--- config.mk ---
export PLATFORM = sky130hd
export DESIGN_NAME = ifetch_seq_flat
export DESIGN_NICKNAME = d
export VERILOG_FILES = /design/src/rtl/ifetch_pkg.sv /design/src/rtl/ifetch_seq_if.sv /design/src/rtl/ifetch_seq_next_pc_sel.sv /design/src/rtl/ifetch_seq.sv /design/src/flat_wrapper.sv
export SDC_FILE = /design/constraint.sdc
export NUM_CORES = 1
export LEC_CHECK = 0
export BUFFER_PORTS_ARGS = -buffer_cell sky130_fd_sc_hd__buf_2
export CORE_MARGIN = 2
export CORE_UTILIZATION = 52
export DETAILED_ROUTE_END_ITERATION = 10
export PLACE_DENSITY = 0.88
export SYNTH_ARGS = -nofsm -noshare
export SYNTH_HDL_FRONTEND = slang
export SYNTH_SLANG_ARGS = --single-unit
--- constraint.sdc ---
create_clock -name clock -period 7.25 [get_ports clock]
set_input_delay 0.725 -clock clock [delete_from_list [all_inputs] [get_ports clock]]
set_output_delay 0.725 -clock clock [all_outputs]
set_load 0.01 [all_outputs]
--- src/rtl/ifetch_pkg.sv ---
// Shared types and constants for the sequential instruction-fetch unit.
package ifetch_pkg;

   typedef enum logic [1:0] {
      StReq,
      StWait,
      StHold,
      StHalt
   } state_e;

   localparam int unsigned INST_BYTES = 4;
   localparam int unsigned JIDX_W     = 26;  // j/jal instruction index field
   localparam int unsigned WADDR_W    = 30;  // word-address part of a branch target

endpackage

--- src/rtl/ifetch_seq_if.sv ---
// Instruction-memory request/response bus between fetch (master) and memory (slave).
interface ifetch_seq_if;

   logic        imem_req;
   logic [31:0] imem_addr;
   logic [31:0] imem_rdata;
   logic        imem_ready;

   modport master (
      output imem_req,
      output imem_addr,
      input  imem_rdata,
      input  imem_ready
   );

   modport slave (
      input  imem_req,
      input  imem_addr,
      output imem_rdata,
      output imem_ready
   );

endinterface

--- src/rtl/ifetch_seq_next_pc_sel.sv ---
// Priority mux for the next PC: jr, then j/jal, then taken branch, then PC+4.
module next_pc_sel
   import ifetch_pkg::*;
(
   input  logic [31:0] pc_plus_4,
   input  logic [31:0] instruction,
   input  logic [31:0] addr_result,
   input  logic [31:0] read_data_1,
   input  logic        branch,
   input  logic        nbranch,
   input  logic        jmp,
   input  logic        jal,
   input  logic        jr,
   input  logic        zero,
   output logic [31:0] next_pc,
   output logic        taken
);

   assign taken = (branch & zero) | (nbranch & ~zero);

   always_comb begin
      next_pc = pc_plus_4;
      if (jr) begin
         next_pc = {read_data_1[31:2], 2'b00};
      end else if (jmp | jal) begin
         next_pc = {pc_plus_4[31:28], instruction[JIDX_W-1:0], 2'b00};
      end else if (taken) begin
         next_pc = {addr_result[WADDR_W-1:0], 2'b00};
      end
   end

   logic unused_bits;
   assign unused_bits = ^{instruction[31:JIDX_W], addr_result[31:WADDR_W], read_data_1[1:0]};

endmodule

--- src/rtl/ifetch_seq.sv ---
// Sequential fetch unit: owns the PC, fetches one word at a time, holds it until accepted.
// Optional IFETCH_MISALIGN_EN: a misaligned jr target halts fetch and raises sticky misalign.
module ifetch_seq
   import ifetch_pkg::*;
#(
   parameter logic [31:0] RESET_PC = 32'h0000_0000
) (
   input  logic                clock,
   input  logic                reset,
   ifetch_seq_if.master        imem,
   output logic [31:0]         Instruction,
   output logic                inst_valid,
   input  logic                inst_accept,
   input  logic                Branch,
   input  logic                nBranch,
   input  logic                Jmp,
   input  logic                Jal,
   input  logic                Jr,
   input  logic                Zero,
   input  logic [31:0]         Addr_Result,
   input  logic [31:0]         Read_data_1,
`ifdef IFETCH_MISALIGN_EN
   output logic                misalign,
`endif
   output logic [31:0]         PC_plus_4,
   output logic [31:0]         link_addr
);

   state_e      state_q, state_d;
   logic [31:0] pc_q, pc_d;
   logic [31:0] inst_q, inst_d;
   logic        valid_q, valid_d;
   logic [31:0] link_q, link_d;
   logic        req;
   logic [31:0] next_pc;
   logic        unused_taken;
`ifdef IFETCH_MISALIGN_EN
   logic        mis_q, mis_d;
`endif

   assign PC_plus_4 = pc_q + 32'(INST_BYTES);

   next_pc_sel u_next_pc_sel (
      .pc_plus_4   (PC_plus_4),
      .instruction (inst_q),
      .addr_result (Addr_Result),
      .read_data_1 (Read_data_1),
      .branch      (Branch),
      .nbranch     (nBranch),
      .jmp         (Jmp),
      .jal         (Jal),
      .jr          (Jr),
      .zero        (Zero),
      .next_pc     (next_pc),
      .taken       (unused_taken)
   );

   always_comb begin
      state_d = state_q;
      pc_d    = pc_q;
      inst_d  = inst_q;
      valid_d = valid_q;
      link_d  = link_q;
      req     = 1'b0;
`ifdef IFETCH_MISALIGN_EN
      mis_d   = mis_q;
`endif
      case (state_q)
         StReq: begin
            req     = 1'b1;
            state_d = StWait;
         end
         StWait: begin
            req = 1'b1;
            if (imem.imem_ready) begin
               inst_d  = imem.imem_rdata;
               valid_d = 1'b1;
               state_d = StHold;
            end
         end
         StHold: begin
            // Redirect inputs only matter in the accept cycle.
            if (inst_accept) begin
               valid_d = 1'b0;
               state_d = StReq;
               pc_d    = next_pc;
               if (Jal) link_d = PC_plus_4;
`ifdef IFETCH_MISALIGN_EN
               if (Jr && (Read_data_1[1:0] != 2'b00)) begin
                  pc_d    = pc_q;
                  mis_d   = 1'b1;
                  state_d = StHalt;
               end
`endif
            end
         end
         StHalt: ;
         default: state_d = StReq;
      endcase
   end

   always_ff @(posedge clock or posedge reset) begin
      if (reset) begin
         state_q <= StReq;
         pc_q    <= RESET_PC;
         inst_q  <= '0;
         valid_q <= 1'b0;
         link_q  <= '0;
      end else begin
         state_q <= state_d;
         pc_q    <= pc_d;
         inst_q  <= inst_d;
         valid_q <= valid_d;
         link_q  <= link_d;
      end
   end

`ifdef IFETCH_MISALIGN_EN
   always_ff @(posedge clock or posedge reset) begin
      if (reset) mis_q <= 1'b0;
      else       mis_q <= mis_d;
   end
   assign misalign = mis_q;
`endif

   // Gating with reset drops the request the instant reset rises.
   assign imem.imem_req  = req & ~reset;
   assign imem.imem_addr = pc_q;
   assign Instruction    = inst_q;
   assign inst_valid     = valid_q;
   assign link_addr      = link_q;

endmodule

--- src/flat_wrapper.sv ---
// flat-port wrapper written by rule: the top's interface ports become plain ports
module ifetch_seq_flat import ifetch_pkg::*;
#(
   parameter logic [31:0] RESET_PC = 32'h0000_0000
)
  (clock, reset, Instruction, inst_valid, inst_accept, Branch, nBranch, Jmp, Jal, Jr, Zero, Addr_Result, Read_data_1, PC_plus_4, link_addr, imem_imem_req, imem_imem_addr, imem_imem_rdata, imem_imem_ready);
  ifetch_seq_if imem_i ();
  input  logic clock;
  input  logic reset;
  output logic [31:0] Instruction;
  output logic inst_valid;
  input  logic inst_accept;
  input  logic Branch;
  input  logic nBranch;
  input  logic Jmp;
  input  logic Jal;
  input  logic Jr;
  input  logic Zero;
  input  logic [31:0] Addr_Result;
  input  logic [31:0] Read_data_1;
  output logic [31:0] PC_plus_4;
  output logic [31:0] link_addr;
  output wire logic [$bits(imem_i.imem_req)-1:0] imem_imem_req;
  output wire logic [$bits(imem_i.imem_addr)-1:0] imem_imem_addr;
  input wire logic [$bits(imem_i.imem_rdata)-1:0] imem_imem_rdata;
  input wire logic [$bits(imem_i.imem_ready)-1:0] imem_imem_ready;
  assign imem_imem_req = imem_i.imem_req;
  assign imem_imem_addr = imem_i.imem_addr;
  assign imem_i.imem_rdata = imem_imem_rdata;
  assign imem_i.imem_ready = imem_imem_ready;
  ifetch_seq #(.RESET_PC(RESET_PC)) u_core (.clock(clock), .reset(reset), .imem(imem_i), .Instruction(Instruction), .inst_valid(inst_valid), .inst_accept(inst_accept), .Branch(Branch), .nBranch(nBranch), .Jmp(Jmp), .Jal(Jal), .Jr(Jr), .Zero(Zero), .Addr_Result(Addr_Result), .Read_data_1(Read_data_1), .PC_plus_4(PC_plus_4), .link_addr(link_addr));
endmodule
== Word-level counts from Yosys, hierarchy flattened ==
Index checks and enable logic that the tools add are counted.

* Bits in latches: 0
* RAM bits: 0
* Memories kept: 0
* Input bits: 106
* Logic and storage cells: 36
* Bits in registers: 99
* Memory bits (read-only): 0

* Order comparisons: 0
* $mul: 0
* Multiplexer cells: 10
* Add/subtract/negate cells: 1
* Reductions and logical operators: 9
* Shift operators: 0
* Bitwise gates (word level): 7
* Eq/ne operators: 4
* Div/mod/pow operators: 0

{| class="wikitable"
|+ Operators by type and width
! kind !! count
|-
| 32-bit 2-to-1 mux || 3
|-
| 32-bit by 3-bit adder with 32-bit output (second input constant) || 1
|-
| 3-bit AND reduction || 3
|-
| 2-bit case mux with 3 select lines || 1
|-
| 2-bit 2-to-1 mux || 2
|-
| 2-bit != test (second input constant) || 2
|-
| 2-bit AND reduction || 2
|-
| 1-bit bitwise AND || 3
|-
| 1-bit 2-to-1 mux || 3
|-
| 3-bit nonzero test || 1
|-
| 2-bit by 1-bit == test with 1-bit output (second input constant) || 1
|-
| 2-bit == test (second input constant) || 1
|-
| 2-bit zero test || 1
|-
| 1-bit NOT || 2
|-
| 1-bit OR || 2
|-
| 1-bit case mux with 2 select lines || 1
|-
| 2-bit nonzero test || 1
|-
| 2-bit OR reduction || 1
|}

== Logic depth before layout (Yosys ltp) ==
* Depth in word-level cells: 6
* Mapped depth: 9

== Cells and area by module ==
A second synthesis with hierarchy kept.

* Cells, all modules: 547
* Area, all modules: 5,395.2 sq um

{| class="wikitable"
|+ By module, submodules not included
! module !! sequential area each (sq um) !! area an instance (sq um) !! cells an instance !! instances
|-
| ifetch_seq || 2,477.4 || 4,435.5 || 372 || 1
|-
| next_pc_sel || 0.0 || 959.7 || 175 || 1
|}

== Least setup slack after synthesis ==
Ideal clock, no wire load.

* Path kind: reg-to-output
* Start: register u_core.pc_q[2], in the netlist u_core.imem.imem_addr[2]
* End: output PC_plus_4[22]
* Cell stages (with the launch flop): 6
* Slack: 4,688 ps
* Path buffers: 0
* Data arrival time: 1,837 ps
* Cell sequence: dfrtp_1 > ha_1 > nand4_1 > or3_4 > or3_4 > xnor2_2

* Cells in the longest elaborated chain, start to end: 1

{| class="wikitable"
|+ Ends and longest elaborated chain
! element !! line !! RTL
|-
| from (decl) || ifetch_seq.sv:30 || <nowiki>logic [31:0] pc_q, pc_d;</nowiki>
|-
| from (signal assigned) || ifetch_seq.sv:111 || <nowiki>pc_q <= pc_d;</nowiki>
|-
| 32-bit by 3-bit adder with 32-bit output || ifetch_seq.sv:41 || <nowiki>assign PC_plus_4 = pc_q + 32'(INST_BYTES);</nowiki>
|-
| to (decl) || flat_wrapper.sv:21 || <nowiki>output logic [31:0] PC_plus_4;</nowiki>
|}

No other way between the ends.

== Worst setup path in the final report ==
* Start: register u_core.pc_q[2], in the netlist u_core.imem.imem_addr[2]
* End: output PC_plus_4[20]

Same word-level chain as after synthesis.

==> impl_results.md <==
- Crit-path max FO: 8
- Leakage: around 3.2 nW
- DRT iter0 DRCs: ~580
- CP required: about 6.5 ns
- Clk buf depth: 2
- Pre-CTS WS: 4.17 ns
- Final hold violations: 0
- Fin crit share: 0.469
- M1 GR Usage: 0.425
- Worst-path clk slew: 0.10 ns
- Vias post-DR: between 5k and 6k
- Syn Area/Cell: a little under 10 um2
- Setup bufs post-CTS: 0
- Startpoint types: flip-flop
- CTS tree: yes
- P_int: about 1.5 mW
- Clk root buf: clkbuf_8
- Post-DP HPWL: 12.8 mm
- Residual DRC: 0
- Area leader, netlist: dfrtp_1
- Synth unique cells: 60
- Max_cap viols: 0
- EDFF count, synth: 0
- NumNets Final: between 800 and 900
- Synth Register Bits: between 90 and 100
- Gate Count Post-Synth: ~540
- CORE AREA: just over 10000 um2
- Area fraction of the dominant cell type after synthesis: 0.444
- Ranking of synthesized cells by area: dfrtp_1 (44%), mux2_2 (12%), nand2_1 (3.9%), o21ai_0 (3.6%), xnor2_1 (2.8%)
- Hold-fix buffers at CTS: 0
- Main synth FF type: dfrtp_1
- Most numerous cell in the Yosys netlist: dfrtp_1
- Post-CTS sizing: 0
- GR peak layer: met2
- Met3 usage: 0.0470
- Final setup vio count: 0
- Vias in the first global route: roughly 5.2k
- Pins Over Slew Limit: 0
- Row Count: 37
- Crit path kind: reg -> out
- Max_slew headroom: 0.195
- Worst Tran Pin Value: about 1.2 ns
- Post-placement cell count: about 880
- RSZ-0062 raised after global routing: false
- Sequential share of power: 0.391
- Sink Count: 95
- Gr usage total: 0.307
- Post-synth top cells: dfrtp_1 (95), mux2_2 (55), nand2_1 (55), o21ai_0 (39), nor2_1 (27)
- Seq/Total Area, Yosys: 0.444
- Initial antenna violation count: 4
- Post-Layout Cell Count: 897
- Die ar.: about 11000 um2
- Final Util: 0.666
- TritonRoute pass-1 iters: 6
- Setup TNS: 0 ns
- Fraction of registers with async set/reset: 1.00
- Synthesis-to-finish area growth: 26.3%
- Arrival time of the worst setup path: 2.67 ns
- CP endpoint kind: output port
- Drt total wl: between 15 and 20 mm
- I/O pin cnt: 236
- Worst vdd ir: about 0.20 mV
- Net switching power figure: 1.16 mW
- First-pass GRT wire length: roughly 27 mm
- Filler Cell Count: around 820
- Total CTS buffers: 9
- Switch share: 0.433
- Buffers on Ports: roughly 230
- GPL Wtd Cong: between 0.9 and 1
- Syn Std Cell Area: around 5400 um2
- Power Dens Cells: 397 nW/um2
- Clk_lat worst skew: between 0.3 and 0.4 ns
- Die height: 105 um
- Synth warnings: 0
- Final WS setup: about 3.9 ns
- Status: completed
- Share of cells above drive strength 1: 0.422
- Clock share of power: 0.133
- Met2 GRT Util: 0.471
- FMAX: just under 0.3 GHz
- Hold Path Class: in -> async
- Vias/cell: approximately 6.0
- Largest net degree at the start of global routing: 50
- Initial Util: 0.528
- H-tree depth: 3
- Final ANT Viol Nets: 0
- Final Skew: approximately 0.015 ns
- Drt wl/cell: between 15 and 20 um
- GRT overflow: 0
- Post-layout minimum cycle time: about 3.4 ns
- Die width: roughly 110 um
- Logic pwr share: 0.476
-- registers in the layout, indices dropped and copies added, names as in the netlist --
name,flops
u_core.imem.imem_addr,30
u_core.state_q,2
u_core.inst_valid,1
u_core.link_addr,30
u_core.Instruction,32
-- metal layers --
layer	vias to the layer above	wire length, um
li1	2391	-
met1	2621	7180
met2	308	8150
met3	56	1380
met4	2	600
met5	-	11
-- final cells by class --
type | instances | area [um2] | share of cell area
Tap cell | 136 | 170 | 0.0252
Clock inverter | 6 | 61.3 | 0.00907
Multi-Input combinational cell | 396 | 2760 | 0.408
Clock buffer | 10 | 128 | 0.0189
Inverter | 18 | 70.1 | 0.0104
Timing Repair Buffer | 233 | 1190 | 0.176
Antenna cell | 3 | 7.51 | 0.00111
Sequential cell | 95 | 2380 | 0.352
-- cell usage in the layout, fill, tap and decap left out, types with 7 or more instances in the layout --
cell      count
o21ai_0      39
a221o_1       8
nor3_1       10
mux2_2       55
dfrtp_1      95
a221oi_1      9
o211ai_1      7
inv_1        16
buf_2       225
nand4_1      13
nor2_1       27
xor2_1       10
nand2b_1     11
clkbuf_8      9
buf_4         8
nand2_1      55
nand3_1      23
xnor2_1      17
or3_1         7
a21oi_1      22
-- worst paths after layout --
check / from / to / slack (ns) / depth (start not counted)
setup / recovery: u_core.imem.imem_addr[2] / PC_plus_4[20] / 3.85 / 6
setup reg to reg: u_core.state_q[0] / u_core.imem.imem_addr[28] / 4.71 / 7
hold / removal: reset / u_core.Instruction[17] / 0.42 / 2
min in group clock: u_core.link_addr[31] / u_core.link_addr[31] / 0.49 / 2
max in group asynchronous: reset / u_core.imem.imem_addr[31] / 5.78 / 3
hold reg to reg: u_core.link_addr[31] / u_core.link_addr[31] / 0.49 / 2
-- logic make-up after synthesis --
kind of cell / Yosys count / share of synthesized area
buffers and inverters: 56 / 0.0442
adder cells (fa/ha/maj): 6 / 0.0140
XOR/XNOR: 28 / 0.0472
flip-flops: 95 / 0.444
multiplexers: 58 / 0.121
AND/OR/NAND/NOR: 179 / 0.179
AO/OA/AOI/OAI: 119 / 0.150
other: 1 / 0.000701
-- power groups by stage --
stage / combinational (mW) / sequential (mW) / clock (mW)
6_report: 1.28 / 1.05 / 0.358
5_1_grt: 1.38 / 1.08 / 0.382
4_1_cts: 1.28 / 1.04 / 0.358
3_5_place_dp: 1.27 / 1.05 / 0
3_3_place_gp: 1.23 / 1.02 / 0
2_1_floorplan: 0.627 / 1.12 / 0
-- through the flow --
| step | hold slack (ns) | area, um2 | total power [mW] |
|---|---|---|---|
| after detailed placement | 0.471 | 6560 | 2.32 |
| after global routing | 0.482 | 6760 | 2.84 |
| after global placement | 0.456 | 6560 | 2.25 |
| after floorplan | 0.516 | 5370 | 1.74 |
| after CTS | 0.457 | 6750 | 2.67 |
| final | 0.419 | 6760 | 2.68 |
-- critical path, cell delays in order (launching register included) --
cell	delay, ns
dfrtp_1	0.51
ha_1	0.27
nand4_1	0.20
nor3_1	0.53
nand2_1	0.27
xnor2_1	0.32
buf_2	0.19
(Power assumes the default switching activity.)
